`src/rtl/hazard_tag_pipeline_pkg.sv`:
```
// Shared constants for the hazard/forwarding tag pipeline: register address width,
// freeze FSM state encoding and the all-zero bubble tag.
package hazard_tag_pipeline_pkg;

  localparam int REGISTER_FILE_ADDRESS_LEN = 4;

  typedef enum logic {
    FREEZE_FSM_RUN  = 1'b0,
    FREEZE_FSM_WAIT = 1'b1
  } freeze_state_e;

  typedef struct packed {
    logic [REGISTER_FILE_ADDRESS_LEN-1:0] dest;
    logic                                 wb_en;
    logic                                 mem_read;
  } tag_t;

  localparam tag_t TAG_BUBBLE = '{dest: 4'd0, wb_en: 1'b0, mem_read: 1'b0};

endpackage

```
`src/rtl/hazard_tag_pipeline_dest_tag_stage.sv`:
```
// One register stage of the {dest, wb_en, mem_read} tag: async clear, hold for
// pipeline freeze and a bubble input that loads the all-zero tag.
module hazard_tag_pipeline_dest_tag_stage
  import hazard_tag_pipeline_pkg::*;
#(
  parameter int TAG_W = REGISTER_FILE_ADDRESS_LEN + 2
) (
  input  logic             clk,
  input  logic             rst_n,
  input  logic             hold,
  input  logic             bubble,
  input  logic [TAG_W-1:0] d,
  output logic [TAG_W-1:0] q
);

  localparam logic [TAG_W-1:0] BUBBLE_TAG = TAG_W'(TAG_BUBBLE);

  logic [TAG_W-1:0] tag_r;

  // Tag register: hold wins over bubble, bubble wins over new data.
  always_ff @(posedge clk or negedge rst_n) begin
    if (!rst_n) begin
      tag_r <= BUBBLE_TAG;
    end else if (hold) begin
      tag_r <= tag_r;
    end else if (bubble) begin
      tag_r <= BUBBLE_TAG;
    end else begin
      tag_r <= d;
    end
  end

  assign q = tag_r;

endmodule

```
`src/rtl/hazard_tag_pipeline.sv`:
```
// Destination-tag pipeline (EXE/MEM/WB), hazard stall detection and data-memory
// freeze FSM. Optional stall/freeze cycle counters under `HAZARD_STATS_EN`.
module hazard_tag_pipeline
  import hazard_tag_pipeline_pkg::*;
#(
  parameter int REG_ADDR_W = REGISTER_FILE_ADDRESS_LEN
) (
  input  logic                  clk,
  input  logic                  rst_n,
  input  logic                  forwarding_enable,
  input  logic                  id_valid,
  input  logic [REG_ADDR_W-1:0] id_src1,
  input  logic [REG_ADDR_W-1:0] id_src2,
  input  logic                  id_two_src,
  input  logic [REG_ADDR_W-1:0] id_dest,
  input  logic                  id_wb_en,
  input  logic                  id_mem_read,
  input  logic                  flush,
  input  logic                  mem_req,
  input  logic                  mem_ready,
  output logic                  hazard_stall,
  output logic                  freeze,
  output logic [REG_ADDR_W-1:0] exe_dest,
  output logic [REG_ADDR_W-1:0] mem_dest,
  output logic [REG_ADDR_W-1:0] wb_dest,
  output logic                  exe_wb_en,
  output logic                  mem_wb_en,
  output logic                  wb_wb_en,
`ifdef HAZARD_STATS_EN
  output logic [15:0]           stall_cycles,
  output logic [15:0]           freeze_cycles,
`endif
  output logic                  exe_mem_read
);

  localparam int TAG_W = REG_ADDR_W + 2;

  logic [TAG_W-1:0] id_tag_s;
  logic [TAG_W-1:0] exe_tag_s;
  logic [TAG_W-1:0] mem_tag_s;
  logic [TAG_W-1:0] wb_tag_s;
  logic             exe_bubble_s;
  logic             raw_hazard_s;
  logic             use_exe_s;
  logic             use_mem_s;
  logic             freeze_s;
  freeze_state_e    state_r;
  freeze_state_e    state_next_s;

  assign id_tag_s     = {id_dest, id_wb_en, id_mem_read};
  assign exe_bubble_s = hazard_stall | flush | ~id_valid;

  hazard_tag_pipeline_dest_tag_stage #(.TAG_W(TAG_W)) u_exe_stage (
    .clk    (clk),
    .rst_n  (rst_n),
    .hold   (freeze_s),
    .bubble (exe_bubble_s),
    .d      (id_tag_s),
    .q      (exe_tag_s)
  );

  hazard_tag_pipeline_dest_tag_stage #(.TAG_W(TAG_W)) u_mem_stage (
    .clk    (clk),
    .rst_n  (rst_n),
    .hold   (freeze_s),
    .bubble (1'b0),
    .d      (exe_tag_s),
    .q      (mem_tag_s)
  );

  hazard_tag_pipeline_dest_tag_stage #(.TAG_W(TAG_W)) u_wb_stage (
    .clk    (clk),
    .rst_n  (rst_n),
    .hold   (freeze_s),
    .bubble (1'b0),
    .d      (mem_tag_s),
    .q      (wb_tag_s)
  );

  assign {exe_dest, exe_wb_en, exe_mem_read} = exe_tag_s;
  assign mem_dest = mem_tag_s[TAG_W-1:2];
  assign mem_wb_en = mem_tag_s[1];
  assign wb_dest  = wb_tag_s[TAG_W-1:2];
  assign wb_wb_en = wb_tag_s[1];

  // Source match against EXE/MEM destinations; src2 only when actually read.
  always_comb begin
    use_exe_s    = 1'b0;
    use_mem_s    = 1'b0;
    raw_hazard_s = 1'b0;
    use_exe_s = (id_src1 == exe_dest) | (id_two_src & (id_src2 == exe_dest));
    use_mem_s = (id_src1 == mem_dest) | (id_two_src & (id_src2 == mem_dest));
    if (forwarding_enable) begin
      raw_hazard_s = id_valid & exe_wb_en & exe_mem_read & use_exe_s;
    end else begin
      raw_hazard_s = id_valid & ((exe_wb_en & use_exe_s) | (mem_wb_en & use_mem_s));
    end
  end

  // Freeze FSM state register.
  always_ff @(posedge clk or negedge rst_n) begin
    if (!rst_n) begin
      state_r <= FREEZE_FSM_RUN;
    end else begin
      state_r <= state_next_s;
    end
  end

  // Freeze is combinational so the first wait cycle is already frozen.
  always_comb begin
    state_next_s = state_r;
    freeze_s     = 1'b0;
    case (state_r)
      FREEZE_FSM_RUN: begin
        freeze_s = rst_n & mem_req & ~mem_ready;
        if (mem_req && !mem_ready) begin
          state_next_s = FREEZE_FSM_WAIT;
        end else begin
          state_next_s = FREEZE_FSM_RUN;
        end
      end
      FREEZE_FSM_WAIT: begin
        freeze_s = rst_n & ~mem_ready;
        if (mem_ready) begin
          state_next_s = FREEZE_FSM_RUN;
        end else begin
          state_next_s = FREEZE_FSM_WAIT;
        end
      end
      default: begin
        freeze_s     = 1'b0;
        state_next_s = FREEZE_FSM_RUN;
      end
    endcase
  end

  assign freeze       = freeze_s;
  assign hazard_stall = rst_n & raw_hazard_s & ~freeze_s;

`ifdef HAZARD_STATS_EN
  logic [15:0] stall_cycles_r;
  logic [15:0] freeze_cycles_r;

  // Saturating stall/freeze cycle counters.
  always_ff @(posedge clk or negedge rst_n) begin
    if (!rst_n) begin
      stall_cycles_r  <= 16'd0;
      freeze_cycles_r <= 16'd0;
    end else begin
      if (hazard_stall && (stall_cycles_r != 16'hFFFF)) begin
        stall_cycles_r <= stall_cycles_r + 16'd1;
      end else begin
        stall_cycles_r <= stall_cycles_r;
      end
      if (freeze_s && (freeze_cycles_r != 16'hFFFF)) begin
        freeze_cycles_r <= freeze_cycles_r + 16'd1;
      end else begin
        freeze_cycles_r <= freeze_cycles_r;
      end
    end
  end

  assign stall_cycles  = stall_cycles_r;
  assign freeze_cycles = freeze_cycles_r;
`endif

endmodule

```
`config.mk`:
```
export PLATFORM = sky130hd
export DESIGN_NAME = hazard_tag_pipeline
export DESIGN_NICKNAME = d
export VERILOG_FILES = /design/src/rtl/hazard_tag_pipeline_pkg.sv /design/src/rtl/hazard_tag_pipeline_dest_tag_stage.sv /design/src/rtl/hazard_tag_pipeline.sv
export SDC_FILE = /design/constraint.sdc
export NUM_CORES = 1
export LEC_CHECK = 0
export CAP_MARGIN = 5
export CORE_MARGIN = 2
export CORE_UTILIZATION = 40
export DETAILED_ROUTE_END_ITERATION = 10
export MAX_ROUTING_LAYER = met4
export PLACE_DENSITY = 0.78
export SKIP_LAST_GASP = 1
export SYNTH_ARGS = -nofsm -noshare
export SYNTH_HDL_FRONTEND = slang
export SYNTH_SLANG_ARGS = --single-unit
```
`constraint.sdc`:
```
create_clock -name clk -period 1.9 [get_ports clk]
set_input_delay 0.285 -clock clk [delete_from_list [all_inputs] [get_ports clk]]
set_output_delay 0.285 -clock clk [all_outputs]
set_load 0.01 [all_outputs]
```
==> results.md, run 1 <==
- Outcome: finished, violations left
- Failing checks: negative setup slack
- Largest net degree at the start of global routing: 17
- I/O pins: 40
- Pre-antenna DRT Iters: 4
- CP required: around 1.6 ns
- Fraction of registers with async set/reset: 1.00
- Max VDD drop: about 420 uV
- 1st-iter DRT viols: 2
- Top-count cell post-synth: dfrtp_1
- Synth Area in XOR/XNOR: 0.159
- GR Util met2: 0.355
- Syn-to-layout area delta: 67.6%
- Die area: 2590 um2
- Seq cells post-synth: 17
- Max_slew headroom: 0.828
- Largest family of logic cells by synthesized area: XOR/XNOR gates
- Die W: between 50 and 60 um
- GRT overflow: 0
- H-tree depth: 1
- Core Footprint: 2020 um2
- PortBufs: 39
- Top post-synthesis cells by area: dfrtp_1 48%, mux2_2 13%, xnor2_1 9.9%, a22o_1 6.0%, xor2_1 6.0%
- Clock root buffer: clkbuf_4
- Reg2Reg Setup Slack: 0.12 ns
- DRC: 0
- Setup TNS: -0.0116 ns
- Crit Path Category: flop to output pin
- Worst skew pair latency: 0.29 ns
- Final WL: 2.26 mm
- Clock Path Buffers: 2
- CTS sink cnt: 17
- Leak: slightly below 0.0007 uW
- Final setup violating endpoints: 1
- Routed len/inst: between 10 and 15 um
- Share of cells above drive strength 1: 0.305
- Rows: 16
- Final hold viol count: 0
- GR peak layer: met2
- Grt met3 use: 0.0322
- Final Slew Violations: 0
- Met1 Usage GRT: 0.254
- Period utilization: 1.01
- Worst slew pin tran: 0.257 ns
- Mux contribution to synthesized area: 0.128
- Worst hold slack: 0.357 ns
- Routability cong.: 0.797
- Vert. Die Dim: between 50 and 60 um
- Synth top cells by count: 17 x dfrtp_1, 10 x mux2_2, 10 x xnor2_1
- Post-Synth Adder-Cell Area: 0
- Fmax: 523 MHz
- Post-Syn Area: around 880 um2
- Post-Route Skew: between 0.004 and 0.005 ns
- Synth area leader: dfrtp_1
- Number of nets in the layout: 154
- Setup crit end kind: output pin
- Synth Area in Compound Gates: 0.116
- Min cycle time layout: 1.91 ns
- Syn_nets: about 90
- Simple-Gate Fraction of Synth Area: 0.0909
- Diode count: 0
- Post-synthesis sequential area ratio: 0.483
- Post-synth EDFFs: 0
- Layout fillers: 155
- CP Launch Type: flop
- WP data arrival: 1.63 ns
- Setup crit start: u_mem_stage.q[3]
- Starting Density: 0.436
- Synth top area share: 0.483
- Worst-path clk slew: 0.10 ns
- Avg Cell Area, Syn: ~13 um2
- DR vias/cell: 4.80
- RSZ-0062 raised after global routing: true
- CTS Buf Count: 3
- Pwr/cell area: 600 nW/um2
- Antenna violations before repair: 0
- Vias in the first global route: between 800 and 900
- Yosys cell types: 21
- Post-DP HPWL: 1.78 mm
- Yosys Warn Count: 0
- R2R cell count: 9
- First-pass GRT wire length: between 3 and 4 mm
- Fin worst setup slack: -0.0116 ns
- Hold Buf Count CTS: 0
- Vias: 758
- Top_reg_cell synth: dfrtp_1
- Max-Cap Viols: 0
- Pre-CTS setup slack: -0.498 ns
- RR Startpoint: u_exe_stage.q[3]
- CP Max Fanout: 3
- Final ANT Viol Nets: 0
- CTS tree: yes
- Cells after Synth: 70
- Min-delay worst type: input port to async pin
- Gr usage total: 0.209
## worst paths after layout
| path | endpoint |
|---|---|
| max | hazard_stall |
| min reg2reg | u_wb_stage.q[4] |
| max in group asynchronous | u_exe_stage.q[3] |
| min | u_exe_stage.q[1] |
| min in group clk | u_wb_stage.q[4] |
| max reg2reg | u_exe_stage.q[5] |
## what timing repair did
| action | CTS | global route |
|---|---|---|
| hold endpoints to repair | 0 | 0 |
| setup buffers | 1 | 3 |
| gates resized for setup | 14 | 3 |
| pin swaps | 5 | 4 |
| setup endpoints to repair | 2 | 1 |
## state kept, by name (all words and copies together), names as in the netlist
name	count
state_r	1
u_exe_stage.q	6
u_mem_stage.q	5
u_wb_stage.q	5
## logic make-up after synthesis
kind of cell	after synthesis
AOI/OAI and AO/OA	10
buffers and inverters	4
muxes	10
and+or+nand+nor	13
DFF	17
xor gates and xnor gates	16
## cell usage in the layout, fill, tap and decap left out, drive strengths merged, types with 2 or more instances in the layout
cell type and count:
xnor2 10, dlygate4sd2 9, xor2 6, nor3 2, mux2 10, inv 2
nor2 2, dfrtp 17, clkdlybuf4s50 29, clkbuf 4, buf 21, nand4 2
nand3 3, a22o 6
## where the power goes
part	switching (uW)	internal, uW
sequential	24.1	391
clock	115	81.5
combinational	103	171
total	242	644
## stage by stage
stage          total power, uW   util  instance area [um2]  std cells
6_report                   886  0.730                 1480        158
5_1_grt                    941  0.730                 1480        158
4_1_cts                    885  0.709                 1430        155
3_5_place_dp               693  0.699                 1410        150
3_3_place_gp               686  0.699                 1410        150
2_1_floorplan              523      -                  881         70
## layer usage
metal / share of wire / up-vias / wire length (um)
met5: 0 / - / 0
met3: 0.050 / 2 / 112
met1: 0.44 / 354 / 999
li1: - / 376 / -
met2: 0.50 / 26 / 1140
met4: 0.0062 / 0 / 14
## worst max-delay path: stages, from the launching register on
cell and delay [ns]:
dfrtp_1 0.42, xor2_1 0.16, nor3_1 0.20, nand4_1 0.12
nand3_2 0.11, and4b_2 0.22, buf_6 0.10
## final cells by class
class	instances	area [um2]	share of cell area
inverter	2	7.51	0.00508
sequential	17	425	0.288
multi-input combinational	49	453	0.307
timing repair buffer	59	531	0.359
tap	27	33.8	0.0229
clock buffer	4	26.3	0.0178
No activity file was read; power rests on OpenSTA's default activity.
==> inputs of run 2 (changes only) <==
Settings changed: CORE_ASPECT_RATIO set to 1.1, CTS_CLUSTER_DIAMETER set to 50.
==> run 2 against run 1 <==
  * The flow still finishes with violations (negative setup slack)
  * Final cell count increased by 0.63%
  * Critical endpoint unchanged
  * Non-clock buffer count unchanged
  * Hold slack improved by 0.039 ns
  * Utilization shrank 0.90 points
==> results.md, run 2 (synthesis results as in run 1) <==
- Gr usage total: 0.199
- Pre-antenna DRT Iters: 3
- Largest net degree at the start of global routing: 17
- WP data arrival: 1.64 ns
- CTS sink cnt: 17
- Met3 WL post-DR: 111 um
- Rows: 17
- Max_slew headroom: 0.821
- Fin worst setup slack: -0.0224 ns
- Clock Path Buffers: 2
- Starting Density: 0.431
- I/O pins: 40
- Post-Route Skew: 0.00619 ns
- H-tree depth: 1
- Leak: 0.000686 uW
- R2R cell count: 9
- Die W: 48.7 um
- Max reg flops: 6
- Min cycle time layout: between 1.5 and 2 ns
- Routability cong.: 0.854
- Hold Buf Count CTS: 0
- Antenna violations before repair: 0
- CP Max Fanout: 3
- RSZ-0062 raised after global routing: true
- Final Slew Violations: 0
- Final ANT Viol Nets: 0
- First-pass GRT wire length: between 3 and 4 mm
- Syn-to-layout area delta: 67.2%
- Failing checks: negative setup slack
- PortBufs: 39
- Core Footprint: roughly 2000 um2
- Top Metal Used: met4
- Min-delay worst type: input port to async pin
- DR vias/cell: 4.95
- Setup crit end kind: output pin
- Worst-path clk slew: 0.10 ns
- Vias: 787
- RR Startpoint: u_exe_stage.q[3]
- CP Launch Type: flop
- Outcome: finished, violations left
- DRC: 0
- Worst skew pair latency: roughly 0.28 ns
- Cell breakdown of the critical path: xnor2_1 > nand4_1 > o22a_1 > nand3_2 > and4b_2 > buf_6
- Number of nets in the layout: 154
- CTS Buf Count: 3
- Fmax: 520 MHz
- Buffer and inverter count on the worst path: 1
- Commonest non-fill, non-tap cells in the layout: 31 x clkdlybuf4s50_1, 20 x buf_4, 17 x dfrtp_1, 10 x mux2_2, 9 x xnor2_1
- Clock root buffer: clkbuf_4
- CTS tree: yes
- Period utilization: 1.01
- Die area: around 2600 um2
- Most common cell after layout, fill and taps aside: clkdlybuf4s50_1
- Reg2reg end: u_exe_stage.q[4]
- Final WL: 2.28 mm
- Reg2Reg Setup Slack: roughly 0.13 ns
- Diode count: 0
- Met2 wire len: 1.25 mm
- Max-Cap Viols: 0
- CP required: between 1.5 and 2 ns
- Post-DP HPWL: 1.78 mm
- Max VDD drop: ~490 uV
- Layout fillers: 166
- Final setup violating endpoints: 1
- Crit Path Category: flop to output pin
- WL met1: 904 um
- Crit-path leading delay family: flip-flops
- Worst slew pin tran: 0.267 ns
- Final hold viol count: 0
- GRT overflow: 0
- Share of cells above drive strength 1: 0.298
- Worst hold slack: 0.397 ns
- Vert. Die Dim: 53.2 um
- CP max stage delay: 0.44 ns
- Routed len/inst: 14.3 um
- 1st-iter DRT viols: 1
- CP max stage cell: dfrtp_1
- Pwr/cell area: 594 nW/um2
- Setup TNS: -0.0224 ns
- Vias in the first global route: 837
- Final core utilization: 0.721
run 2: changes by cell type in the layout (fill, tap and decap cells not counted), sizes merged:
| cell | previous run | this run |
|---|---|---|
| clkdlybuf4s50 | 29 | 31 |
| dlygate4sd2 | 9 | 7 |
run 2: power breakdown:
part | internal [uW] | switching [uW] | leakage [uW]
clock network | 81.4 | 105 | 0.0000150
registers | 391 | 23.8 | 0.000225
logic | 171 | 102 | 0.000445
run 2: per-layer routing:
layer | vias up | global-route usage
li1 | 375 | -
met1 | 386 | 0.214
met2 | 24 | 0.368
met3 | 2 | 0.0339
met4 | 0 | 0.0857
met5 | - | -
run 2: how the worst max path moves through the flow:
stage	cells after the start	startpoint	end
5_1_grt	6	u_exe_stage.q[4]	hazard_stall
2_1_floorplan	5	u_exe_stage.q[2]	hazard_stall
3_3_place_gp	7	id_src1[2]	hazard_stall
6_report	6	u_exe_stage.q[3]	hazard_stall
3_5_place_dp	7	id_src1[3]	hazard_stall
4_1_cts	6	u_exe_stage.q[3]	hazard_stall
run 2: area by class of cell:
type / count / area [um2] / share of cell area
Timing Repair Buffer: 59 / 533 / 0.362
Multi-Input combinational cell: 49 / 445 / 0.302
Sequential cell: 17 / 425 / 0.289
Tap cell: 28 / 35.0 / 0.0238
Clock buffer: 4 / 26.3 / 0.0178
Inverter: 2 / 7.51 / 0.00510
run 2: stage by stage:
step	setup slack [ns]	cells	total power [uW]	cell area, um2
final	-0.0224	159	875	1470
after global routing	-0.114	159	925	1470
after CTS	-0.0296	157	879	1450
after detailed placement	-0.535	150	690	1410
after global placement	-0.488	150	685	1410
after floorplan	0.370	70	523	881
run 2: timing repair:
action / in CTS / in global routing
pin swaps: 7 / 3
gates cloned: 0 / 0
setup endpoints to repair: 2 / 1
buffers inserted: 3 / 2
resized for setup: 13 / 1
run 2: worst register-to-register path: cells and delay by family, from the launching register on:
| kind | cells | cell delay, ns |
|---|---|---|
| XOR/XNOR | 1 | 0.15 |
| buffers and inverters | 3 | 0.45 |
| AND/OR/NAND/NOR | 2 | 0.17 |
| AO/OA/AOI/OAI | 3 | 0.51 |
| flip-flops | 1 | 0.44 |
